===== config.mk =====
export PLATFORM = sky130hd
export DESIGN_NAME = fifo_sync_param_flat
export DESIGN_NICKNAME = d
export VERILOG_FILES = /design/src/rtl/fifo_sync_param_if.sv /design/src/rtl/fifo_sync_param.sv /design/src/flat_wrapper.sv
export SDC_FILE = /design/constraint.sdc
export NUM_CORES = 1
export LEC_CHECK = 0
export CORE_ASPECT_RATIO = 2
export CORE_UTILIZATION = 45
export DETAILED_ROUTE_END_ITERATION = 8
export PLACE_DENSITY = 0.66
export SLEW_MARGIN = 20
export SYNTH_ARGS = -nofsm -noshare
export SYNTH_HDL_FRONTEND = slang
export SYNTH_SLANG_ARGS = --single-unit

===== constraint.sdc =====
create_clock -name clk -period 4.5 [get_ports clk]
set_clock_uncertainty 0.05 [all_clocks]
set_input_delay 0.9 -clock clk [delete_from_list [all_inputs] [get_ports clk]]
set_output_delay 0.9 -clock clk [all_outputs]
set_load 0.03 [all_outputs]

===== src/rtl/fifo_sync_param_if.sv =====
// Handshake/data bundle between a producer/consumer (master) and
// fifo_sync_param (slave). When FIFO_ERR_CNT_EN is defined the bundle also
// carries the saturating error counters.
interface fifo_sync_param_if #(
    parameter int DATA_WIDTH = 32,
    parameter int ADDR_WIDTH = 3
);
    logic                  wr_en;
    logic                  rd_en;
    logic [DATA_WIDTH-1:0] din;
    logic [DATA_WIDTH-1:0] dout;
    logic [ADDR_WIDTH:0]   data_count;
    logic                  full;
    logic                  empty;
    logic                  almost_full;
    logic                  almost_empty;
    logic                  wr_ack;
    logic                  wr_err;
    logic                  rd_ack;
    logic                  rd_err;
    logic [2:0]            state;
`ifdef FIFO_ERR_CNT_EN
    logic [7:0]            wr_err_cnt;
    logic [7:0]            rd_err_cnt;

    modport master (
        output wr_en, rd_en, din,
        input  dout, data_count, full, empty, almost_full, almost_empty,
               wr_ack, wr_err, rd_ack, rd_err, state, wr_err_cnt, rd_err_cnt
    );
    modport slave (
        input  wr_en, rd_en, din,
        output dout, data_count, full, empty, almost_full, almost_empty,
               wr_ack, wr_err, rd_ack, rd_err, state, wr_err_cnt, rd_err_cnt
    );
`else
    modport master (
        output wr_en, rd_en, din,
        input  dout, data_count, full, empty, almost_full, almost_empty,
               wr_ack, wr_err, rd_ack, rd_err, state
    );
    modport slave (
        input  wr_en, rd_en, din,
        output dout, data_count, full, empty, almost_full, almost_empty,
               wr_ack, wr_err, rd_ack, rd_err, state
    );
`endif
endinterface


===== src/rtl/fifo_sync_param.sv =====
// Parametrised synchronous FIFO with a registered request-decoding state
// machine. Each edge the write/read requests are resolved against the
// current occupancy; the outcome is recorded in `state` and in one-cycle
// ack/err flags. Simultaneous read+write in the middle range is a RDWR.
// Optional macro FIFO_ERR_CNT_EN adds 8-bit saturating error counters.
module fifo_sync_param #(
    parameter int DATA_WIDTH = 32,
    parameter int ADDR_WIDTH = 3,
    parameter int AF_MARGIN  = 1,
    parameter int AE_MARGIN  = 1
) (
    input  logic               clk,
    input  logic               reset,
    fifo_sync_param_if.slave   bus
);

    localparam int DEPTH = 1 << ADDR_WIDTH;
    localparam logic [ADDR_WIDTH:0] DEPTH_C    = (ADDR_WIDTH+1)'(DEPTH);
    localparam logic [ADDR_WIDTH:0] AF_LEVEL_C = (ADDR_WIDTH+1)'(DEPTH - AF_MARGIN);
    localparam logic [ADDR_WIDTH:0] AE_LEVEL_C = (ADDR_WIDTH+1)'(AE_MARGIN);

    typedef enum logic [2:0] {
        ST_INIT     = 3'b000,
        ST_READ     = 3'b001,
        ST_WRITE    = 3'b010,
        ST_RD_ERROR = 3'b011,
        ST_WR_ERROR = 3'b100,
        ST_NO_OP    = 3'b101,
        ST_RDWR     = 3'b110
    } state_e;

    logic [DATA_WIDTH-1:0] mem [DEPTH];

    state_e                state_q, state_d;
    logic [ADDR_WIDTH-1:0] head_q, head_d;
    logic [ADDR_WIDTH-1:0] tail_q, tail_d;
    logic [ADDR_WIDTH:0]   count_q, count_d;
    logic [DATA_WIDTH-1:0] dout_q, dout_d;
    logic                  wr_ack_q, wr_ack_d;
    logic                  wr_err_q, wr_err_d;
    logic                  rd_ack_q, rd_ack_d;
    logic                  rd_err_q, rd_err_d;

    logic is_full;
    logic is_empty;
    logic state_legal;
    logic do_wr;
    logic do_rd;

    assign is_full     = (count_q == DEPTH_C);
    assign is_empty    = (count_q == '0);
    assign state_legal = (state_q != state_e'(3'b111));

    // Resolve this cycle's requests into the next state, actions and flags.
    always_comb begin
        // NOTE: every output of this block gets a default first so no path
        // leaves a value unassigned and no latch is inferred.
        state_d  = ST_NO_OP;
        do_wr    = 1'b0;
        do_rd    = 1'b0;
        wr_ack_d = 1'b0;
        wr_err_d = 1'b0;
        rd_ack_d = 1'b0;
        rd_err_d = 1'b0;

        if (state_legal) begin
            unique case ({bus.wr_en, bus.rd_en})
                2'b10: begin
                    if (is_full) begin
                        state_d  = ST_WR_ERROR;
                        wr_err_d = 1'b1;
                    end else begin
                        state_d  = ST_WRITE;
                        do_wr    = 1'b1;
                        wr_ack_d = 1'b1;
                    end
                end
                2'b01: begin
                    if (is_empty) begin
                        state_d  = ST_RD_ERROR;
                        rd_err_d = 1'b1;
                    end else begin
                        state_d  = ST_READ;
                        do_rd    = 1'b1;
                        rd_ack_d = 1'b1;
                    end
                end
                2'b11: begin
                    if (is_empty) begin
                        // Write lands but the read is refused; no bypass to dout.
                        state_d  = ST_WRITE;
                        do_wr    = 1'b1;
                        wr_ack_d = 1'b1;
                        rd_err_d = 1'b1;
                    end else if (is_full) begin
                        state_d  = ST_READ;
                        do_rd    = 1'b1;
                        rd_ack_d = 1'b1;
                        wr_err_d = 1'b1;
                    end else begin
                        state_d  = ST_RDWR;
                        do_wr    = 1'b1;
                        do_rd    = 1'b1;
                        wr_ack_d = 1'b1;
                        rd_ack_d = 1'b1;
                    end
                end
                default: state_d = ST_NO_OP;
            endcase
        end
    end

    // Pointer, occupancy and read-data next values from the decoded actions.
    always_comb begin
        head_d  = head_q;
        tail_d  = tail_q;
        count_d = count_q;
        dout_d  = dout_q;
        if (do_wr) begin
            tail_d = tail_q + ADDR_WIDTH'(1);
        end
        if (do_rd) begin
            head_d = head_q + ADDR_WIDTH'(1);
            dout_d = mem[head_q];
        end
        if (do_wr && !do_rd) begin
            count_d = count_q + (ADDR_WIDTH+1)'(1);
        end else if (do_rd && !do_wr) begin
            count_d = count_q - (ADDR_WIDTH+1)'(1);
        end
    end

    // Control and status registers, cleared asynchronously by reset.
    always_ff @(posedge clk or posedge reset) begin
        // NOTE: non-blocking assignments keep every flop sampling the
        // pre-edge values regardless of statement order.
        if (reset) begin
            state_q  <= ST_INIT;
            head_q   <= '0;
            tail_q   <= '0;
            count_q  <= '0;
            dout_q   <= '0;
            wr_ack_q <= 1'b0;
            wr_err_q <= 1'b0;
            rd_ack_q <= 1'b0;
            rd_err_q <= 1'b0;
        end else begin
            state_q  <= state_d;
            head_q   <= head_d;
            tail_q   <= tail_d;
            count_q  <= count_d;
            dout_q   <= dout_d;
            wr_ack_q <= wr_ack_d;
            wr_err_q <= wr_err_d;
            rd_ack_q <= rd_ack_d;
            rd_err_q <= rd_err_d;
        end
    end

    // Storage array written at the tail on accepted writes.
    always_ff @(posedge clk) begin
        // NOTE: storage has no reset; stale words are unreachable because
        // the pointers and count are reset.
        if (do_wr) begin
            mem[tail_q] <= bus.din;
        end
    end

`ifdef FIFO_ERR_CNT_EN
    logic [7:0] wr_err_cnt_q, wr_err_cnt_d;
    logic [7:0] rd_err_cnt_q, rd_err_cnt_d;
    logic       err_cnt_clr;

    assign err_cnt_clr = bus.wr_en && bus.rd_en && !is_empty && !is_full;

    // Saturating error counters, cleared by reset or an in-range dual request.
    always_comb begin
        wr_err_cnt_d = wr_err_cnt_q;
        rd_err_cnt_d = rd_err_cnt_q;
        if (err_cnt_clr) begin
            wr_err_cnt_d = '0;
            rd_err_cnt_d = '0;
        end else begin
            if (wr_err_d && wr_err_cnt_q != 8'hFF) begin
                wr_err_cnt_d = wr_err_cnt_q + 8'd1;
            end
            if (rd_err_d && rd_err_cnt_q != 8'hFF) begin
                rd_err_cnt_d = rd_err_cnt_q + 8'd1;
            end
        end
    end

    // Error counter registers.
    always_ff @(posedge clk or posedge reset) begin
        if (reset) begin
            wr_err_cnt_q <= '0;
            rd_err_cnt_q <= '0;
        end else begin
            wr_err_cnt_q <= wr_err_cnt_d;
            rd_err_cnt_q <= rd_err_cnt_d;
        end
    end

    assign bus.wr_err_cnt = wr_err_cnt_q;
    assign bus.rd_err_cnt = rd_err_cnt_q;
`else
    // Error counters are not built in this configuration.
`endif

    assign bus.dout         = dout_q;
    assign bus.data_count   = count_q;
    assign bus.full         = is_full;
    assign bus.empty        = is_empty;
    assign bus.almost_full  = (count_q >= AF_LEVEL_C);
    assign bus.almost_empty = (count_q <= AE_LEVEL_C);
    assign bus.wr_ack       = wr_ack_q;
    assign bus.wr_err       = wr_err_q;
    assign bus.rd_ack       = rd_ack_q;
    assign bus.rd_err       = rd_err_q;
    assign bus.state        = state_q;

endmodule

===== src/flat_wrapper.sv =====
// flat-port wrapper written by rule: the top's interface ports become plain ports
module fifo_sync_param_flat 
#(
    parameter int DATA_WIDTH = 32,
    parameter int ADDR_WIDTH = 3,
    parameter int AF_MARGIN  = 1,
    parameter int AE_MARGIN  = 1
)
  (clk, reset, bus_wr_en, bus_rd_en, bus_din, bus_dout, bus_data_count, bus_full, bus_empty, bus_almost_full, bus_almost_empty, bus_wr_ack, bus_wr_err, bus_rd_ack, bus_rd_err, bus_state);
  fifo_sync_param_if #(.DATA_WIDTH(DATA_WIDTH), .ADDR_WIDTH(ADDR_WIDTH)) bus_i ();
  input  logic clk;
  input  logic reset;
  input wire logic [$bits(bus_i.wr_en)-1:0] bus_wr_en;
  input wire logic [$bits(bus_i.rd_en)-1:0] bus_rd_en;
  input wire logic [$bits(bus_i.din)-1:0] bus_din;
  output wire logic [$bits(bus_i.dout)-1:0] bus_dout;
  output wire logic [$bits(bus_i.data_count)-1:0] bus_data_count;
  output wire logic [$bits(bus_i.full)-1:0] bus_full;
  output wire logic [$bits(bus_i.empty)-1:0] bus_empty;
  output wire logic [$bits(bus_i.almost_full)-1:0] bus_almost_full;
  output wire logic [$bits(bus_i.almost_empty)-1:0] bus_almost_empty;
  output wire logic [$bits(bus_i.wr_ack)-1:0] bus_wr_ack;
  output wire logic [$bits(bus_i.wr_err)-1:0] bus_wr_err;
  output wire logic [$bits(bus_i.rd_ack)-1:0] bus_rd_ack;
  output wire logic [$bits(bus_i.rd_err)-1:0] bus_rd_err;
  output wire logic [$bits(bus_i.state)-1:0] bus_state;
  assign bus_i.wr_en = bus_wr_en;
  assign bus_i.rd_en = bus_rd_en;
  assign bus_i.din = bus_din;
  assign bus_dout = bus_i.dout;
  assign bus_data_count = bus_i.data_count;
  assign bus_full = bus_i.full;
  assign bus_empty = bus_i.empty;
  assign bus_almost_full = bus_i.almost_full;
  assign bus_almost_empty = bus_i.almost_empty;
  assign bus_wr_ack = bus_i.wr_ack;
  assign bus_wr_err = bus_i.wr_err;
  assign bus_rd_ack = bus_i.rd_ack;
  assign bus_rd_err = bus_i.rd_err;
  assign bus_state = bus_i.state;
  fifo_sync_param #(.DATA_WIDTH(DATA_WIDTH), .ADDR_WIDTH(ADDR_WIDTH), .AF_MARGIN(AF_MARGIN), .AE_MARGIN(AE_MARGIN)) u_core (.clk(clk), .reset(reset), .bus(bus_i));
endmodule

==> results.txt <==
- Row Count: 83
- Sum of routed wire length over all layers: 21.2 mm
- The longest clock path from root to sink contains 3 buffers.
* Max Fclk: 285 MHz
- For this run, the post-layout net count is 658.
- In this run the worst hold path is classified as register to register.
- The routed layout has 5,190 vias.
- Util after Layout: 0.538
- Once placement completed, the tool counted placed cells totaling 928.
* Die width: 116 um
- Global route overflow: 0
- STA puts the critical path data required time at 3.55 ns.
- DR WL/cell: 21.8 um
* Distinct cells, synth: 36
- Total of max-cap violations: 0
- Pin count of the biggest net entering global routing: 42
- Synthesis produced 516 cells.
- Flip-flop and latch count after synthesis: 305
- Along the worst hold path, the cell count comes to 1.
- Via count of the first global-routing pass: 5,749
- At the worst endpoint, the arrival time is 2.55 ns.
- For the worst-skew pair, the clock arrives at the later sink with an insertion delay of 0.53 ns.
- In the final layout, flip-flops and latches occupy 8920 sq um.
* Number of gates given a new drive strength after cts: 0
* Part of the Yosys area used for sequential elements: 0.761
- RSZ-0062 raised after global routing: false
- Main flop type after synthesis: sky130_fd_sc_hd__edfxtp_1
- Clock tree synthesis selected as its root buffer the cell sky130_fd_sc_hd__clkbuf_16.
* Worst vdd ir: 0.000315 V
- Static leakage power: 4.63 nW
* Inserted Clock Buffers: 26
* Floorplan die height: 230 um
* Final worst path period need: 3.50 ns
* Period utilisation layout: 0.779
- The number of max-slew violations in the final report was 0.
- Detailed placement ended at an HPWL of 12.9 mm.
- Full die area: 26,700 sq um
* Htree depth: 1
- Fraction of layout instances using a drive strength above 1: 0.272
* CP Max Fanout: 7
- Of all cell types, the one taking the most synthesized area is sky130_fd_sc_hd__edfxtp_1.
- The total area inside the core boundary comes to 25,700 sq um.
* First-pass GRT wire length: 32.7 mm
* Reg2Reg Depth: 5
- Reg-to-reg setup timing slack: 1.67 ns
- In this run the cell area of the synthesized design comes to 11,700 sq um.
- The number of nets handed over by synthesis was 558.
- Start point of the critical path: u_core.bus.data_count[0]$_DFFE_PP0P_
* Number of remaining DRC errors: 0
- Reg-to-Reg Start: u_core.bus.data_count[0]$_DFFE_PP0P_
- In this run the critical register-to-register path is captured at u_core.mem[7][13]$_DFFE_PP_.
- Post-route setup TNS: 0 ns
- Power spread over the standard cell area amounts to 655 nW/um^2.
- The initial utilization of the core area, before any placement, comes to 0.457.
- Critical path launch point type: register
* Critical path capture point: bus_empty
- Async set-reset flop share out of synthesis: 0.161
- For this run, the number of Yosys warnings is 0.
* 1st-iter DRT viols: 268
- For this design, the sink count on the clock tree is 305.
- Yosys mapped a number of flops with a built-in enable equal to 256.
- Layout Cells excl Fill: 975
- In the routed layout, each cell is associated on average with a via count of 5.32.
- Input and output buffers added on the ports amount to 82.
* Clock tree from TritonCTS: yes
- Final RePlAce weighted congestion: 0.702
- Hold repair after CTS inserted 0 buffers.
- Number of optimization iterations in the first detailed-route pass: 4
- Number of setup buffers added after CTS: 0
- Clock-pin slew was measured on the worst setup and hold paths at 0.07 ns.
* Synth area leaders: sky130_fd_sc_hd__edfxtp_1 (66%), sky130_fd_sc_hd__dfrtp_1 (10%), sky130_fd_sc_hd__mux4_2 (9.0%)
- Kind of end point of the critical path: output port
- For the pin with the worst max-slew slack, the measured transition is 1.08 ns.
- The final count of hold timing violations is 0.
- The flow ran to the end, and the final reports show no timing, DRC or antenna violations.
* Worst Path Class, Setup: register to output port
- Global router's overall resource usage: 0.167
- Post-route ant nets: 0
* N_diodes: 0
* Setup violation total in the final timing report: 0
- Worst slew margin relative to its limit: 0.278
* Area Growth Syn to Fin: 17.8%
- Before CTS, the worst setup slack after placement is 1.13 ns.
* Average footprint of a synthesized cell: 22.7 sq um
- Area used by multi-input combinational logic: 2660 sq um
- Total of fill cells in the finished design: 2,010
- Fin worst setup slack: 0.995 ns
* Count of boundary I/O pins: 83
- The initial antenna violation count is 0.
- The share of synthesized area in the top cell type comes to 0.656.
-- worst max-delay path, stage by stage (launching register included) --
cell,delay [ns]
sky130_fd_sc_hd__dfrtp_1,0.47
sky130_fd_sc_hd__inv_1,0.09
sky130_fd_sc_hd__ha_1,0.24
sky130_fd_sc_hd__or3b_1,0.47
sky130_fd_sc_hd__inv_2,0.08
sky130_fd_sc_hd__clkdlybuf4s50_1,0.67
-- cell type report --
type | count | area share
Clock buffer | 39 | 0.0544
Clock inverter | 8 | 0.00661
Inverter | 7 | 0.00190
Multi-Input combinational cell | 181 | 0.193
Sequential cell | 305 | 0.646
Tap cell | 340 | 0.0308
Timing Repair Buffer | 95 | 0.0674
-- where the power goes --
part           total (W)  switching [W]  leakage [nW]  internal (W)
logic            0.00276        0.00131          1.32       0.00146
registers        0.00406       0.000437          2.90       0.00362
clock network    0.00222       0.000955         0.409       0.00127
total            0.00904        0.00270          4.63       0.00634
-- stage by stage --
| stage | hold slack, ns | area (sq um) | total power [W] |
|---|---|---|---|
| global route | 0.464 | 13800 | 0.00945 |
| finish | 0.454 | 13800 | 0.00904 |
| detailed placement | 0.442 | 13000 | 0.00696 |
| CTS | 0.456 | 13800 | 0.00919 |
| floorplan | 0.492 | 11700 | 0.00601 |
| global placement | 0.436 | 13000 | 0.00686 |
-- Yosys cell counts, types with 5 or more instances --
master,n
sky130_fd_sc_hd__buf_1,6
sky130_fd_sc_hd__xnor2_1,5
sky130_fd_sc_hd__mux2_2,64
sky130_fd_sc_hd__dfrtp_1,49
sky130_fd_sc_hd__nor2_1,6
sky130_fd_sc_hd__ha_1,6
sky130_fd_sc_hd__clkbuf_1,5
sky130_fd_sc_hd__edfxtp_1,256
sky130_fd_sc_hd__mux4_2,47
sky130_fd_sc_hd__inv_1,5
sky130_fd_sc_hd__nor3_1,5
sky130_fd_sc_hd__mux4_1,17
-- logic make-up after synthesis --
family,count (synthesis),share of synthesized area
muxes,131,0.193
AOI/OAI and AO/OA,5,0.00299
xor gates and xnor gates,8,0.00598
adders and majority gates,6,0.00641
DFF,305,0.761
and+or+nand+nor,31,0.0143
buffers and inverters,30,0.0169
-- worst min-delay path by stage --
stage	from	end	slack (ns)
finish	u_core.bus.dout[18]$_DFFE_PP0P_	u_core.bus.dout[18]$_DFFE_PP0P_	0.45
global route	u_core.bus.dout[29]$_DFFE_PP0P_	u_core.bus.dout[29]$_DFFE_PP0P_	0.46
CTS	u_core.bus.dout[18]$_DFFE_PP0P_	u_core.bus.dout[18]$_DFFE_PP0P_	0.46
detailed placement	u_core.bus.dout[18]$_DFFE_PP0P_	u_core.bus.dout[18]$_DFFE_PP0P_	0.44
global placement	u_core.bus.dout[4]$_DFFE_PP0P_	u_core.bus.dout[4]$_DFFE_PP0P_	0.44
floorplan	u_core.tail_q[2]$_DFFE_PP0P_	u_core.tail_q[2]$_DFFE_PP0P_	0.49
-- per-layer routing --
| metal | share of wire | routed length [um] | up-vias | global-route usage |
|---|---|---|---|---|
| met5 | 0 | 0 | - | 0 |
| met2 | 0.57 | 12100 | 105 | 0.311 |
| met3 | 0.031 | 660 | 35 | 0.0195 |
| met4 | 0.029 | 626 | 0 | 0.0677 |
| li1 | - | - | 2318 | - |
| met1 | 0.37 | 7860 | 2732 | 0.190 |
-- registers in the layout, summed over array words and instances, names as in the netlist --
name / flops
u_core.bus.wr_err: 1
u_core.bus.rd_ack: 1
u_core.bus.data_count: 4
u_core.head_q: 3
u_core.bus.wr_ack: 1
u_core.bus.state: 3
u_core.bus.rd_err: 1
u_core.mem: 256
u_core.tail_q: 3
u_core.bus.dout: 32
-- cell usage in the layout (no fill, tap or decap), types with 2 or more instances in the layout --
cell type,count
sky130_fd_sc_hd__clkinv_1,4
sky130_fd_sc_hd__dfrtp_2,2
sky130_fd_sc_hd__mux4_2,47
sky130_fd_sc_hd__nand4_1,4
sky130_fd_sc_hd__inv_1,4
sky130_fd_sc_hd__nor3_2,4
sky130_fd_sc_hd__clkbuf_16,27
sky130_fd_sc_hd__nand3_1,3
sky130_fd_sc_hd__nand2b_1,3
sky130_fd_sc_hd__bufinv_16,2
sky130_fd_sc_hd__dfrtp_1,46
sky130_fd_sc_hd__mux2_2,64
sky130_fd_sc_hd__clkdlybuf4s50_1,82
sky130_fd_sc_hd__nor2_1,3
sky130_fd_sc_hd__clkbuf_8,3
sky130_fd_sc_hd__inv_2,3
sky130_fd_sc_hd__nor2_4,3
sky130_fd_sc_hd__mux2_1,2
sky130_fd_sc_hd__mux4_1,17
sky130_fd_sc_hd__ha_1,6
sky130_fd_sc_hd__clkbuf_1,9
sky130_fd_sc_hd__xor2_1,3
sky130_fd_sc_hd__nand2_1,4
sky130_fd_sc_hd__buf_4,12
sky130_fd_sc_hd__xnor2_1,5
sky130_fd_sc_hd__edfxtp_1,256
Power figures use the tool's default switching activity.
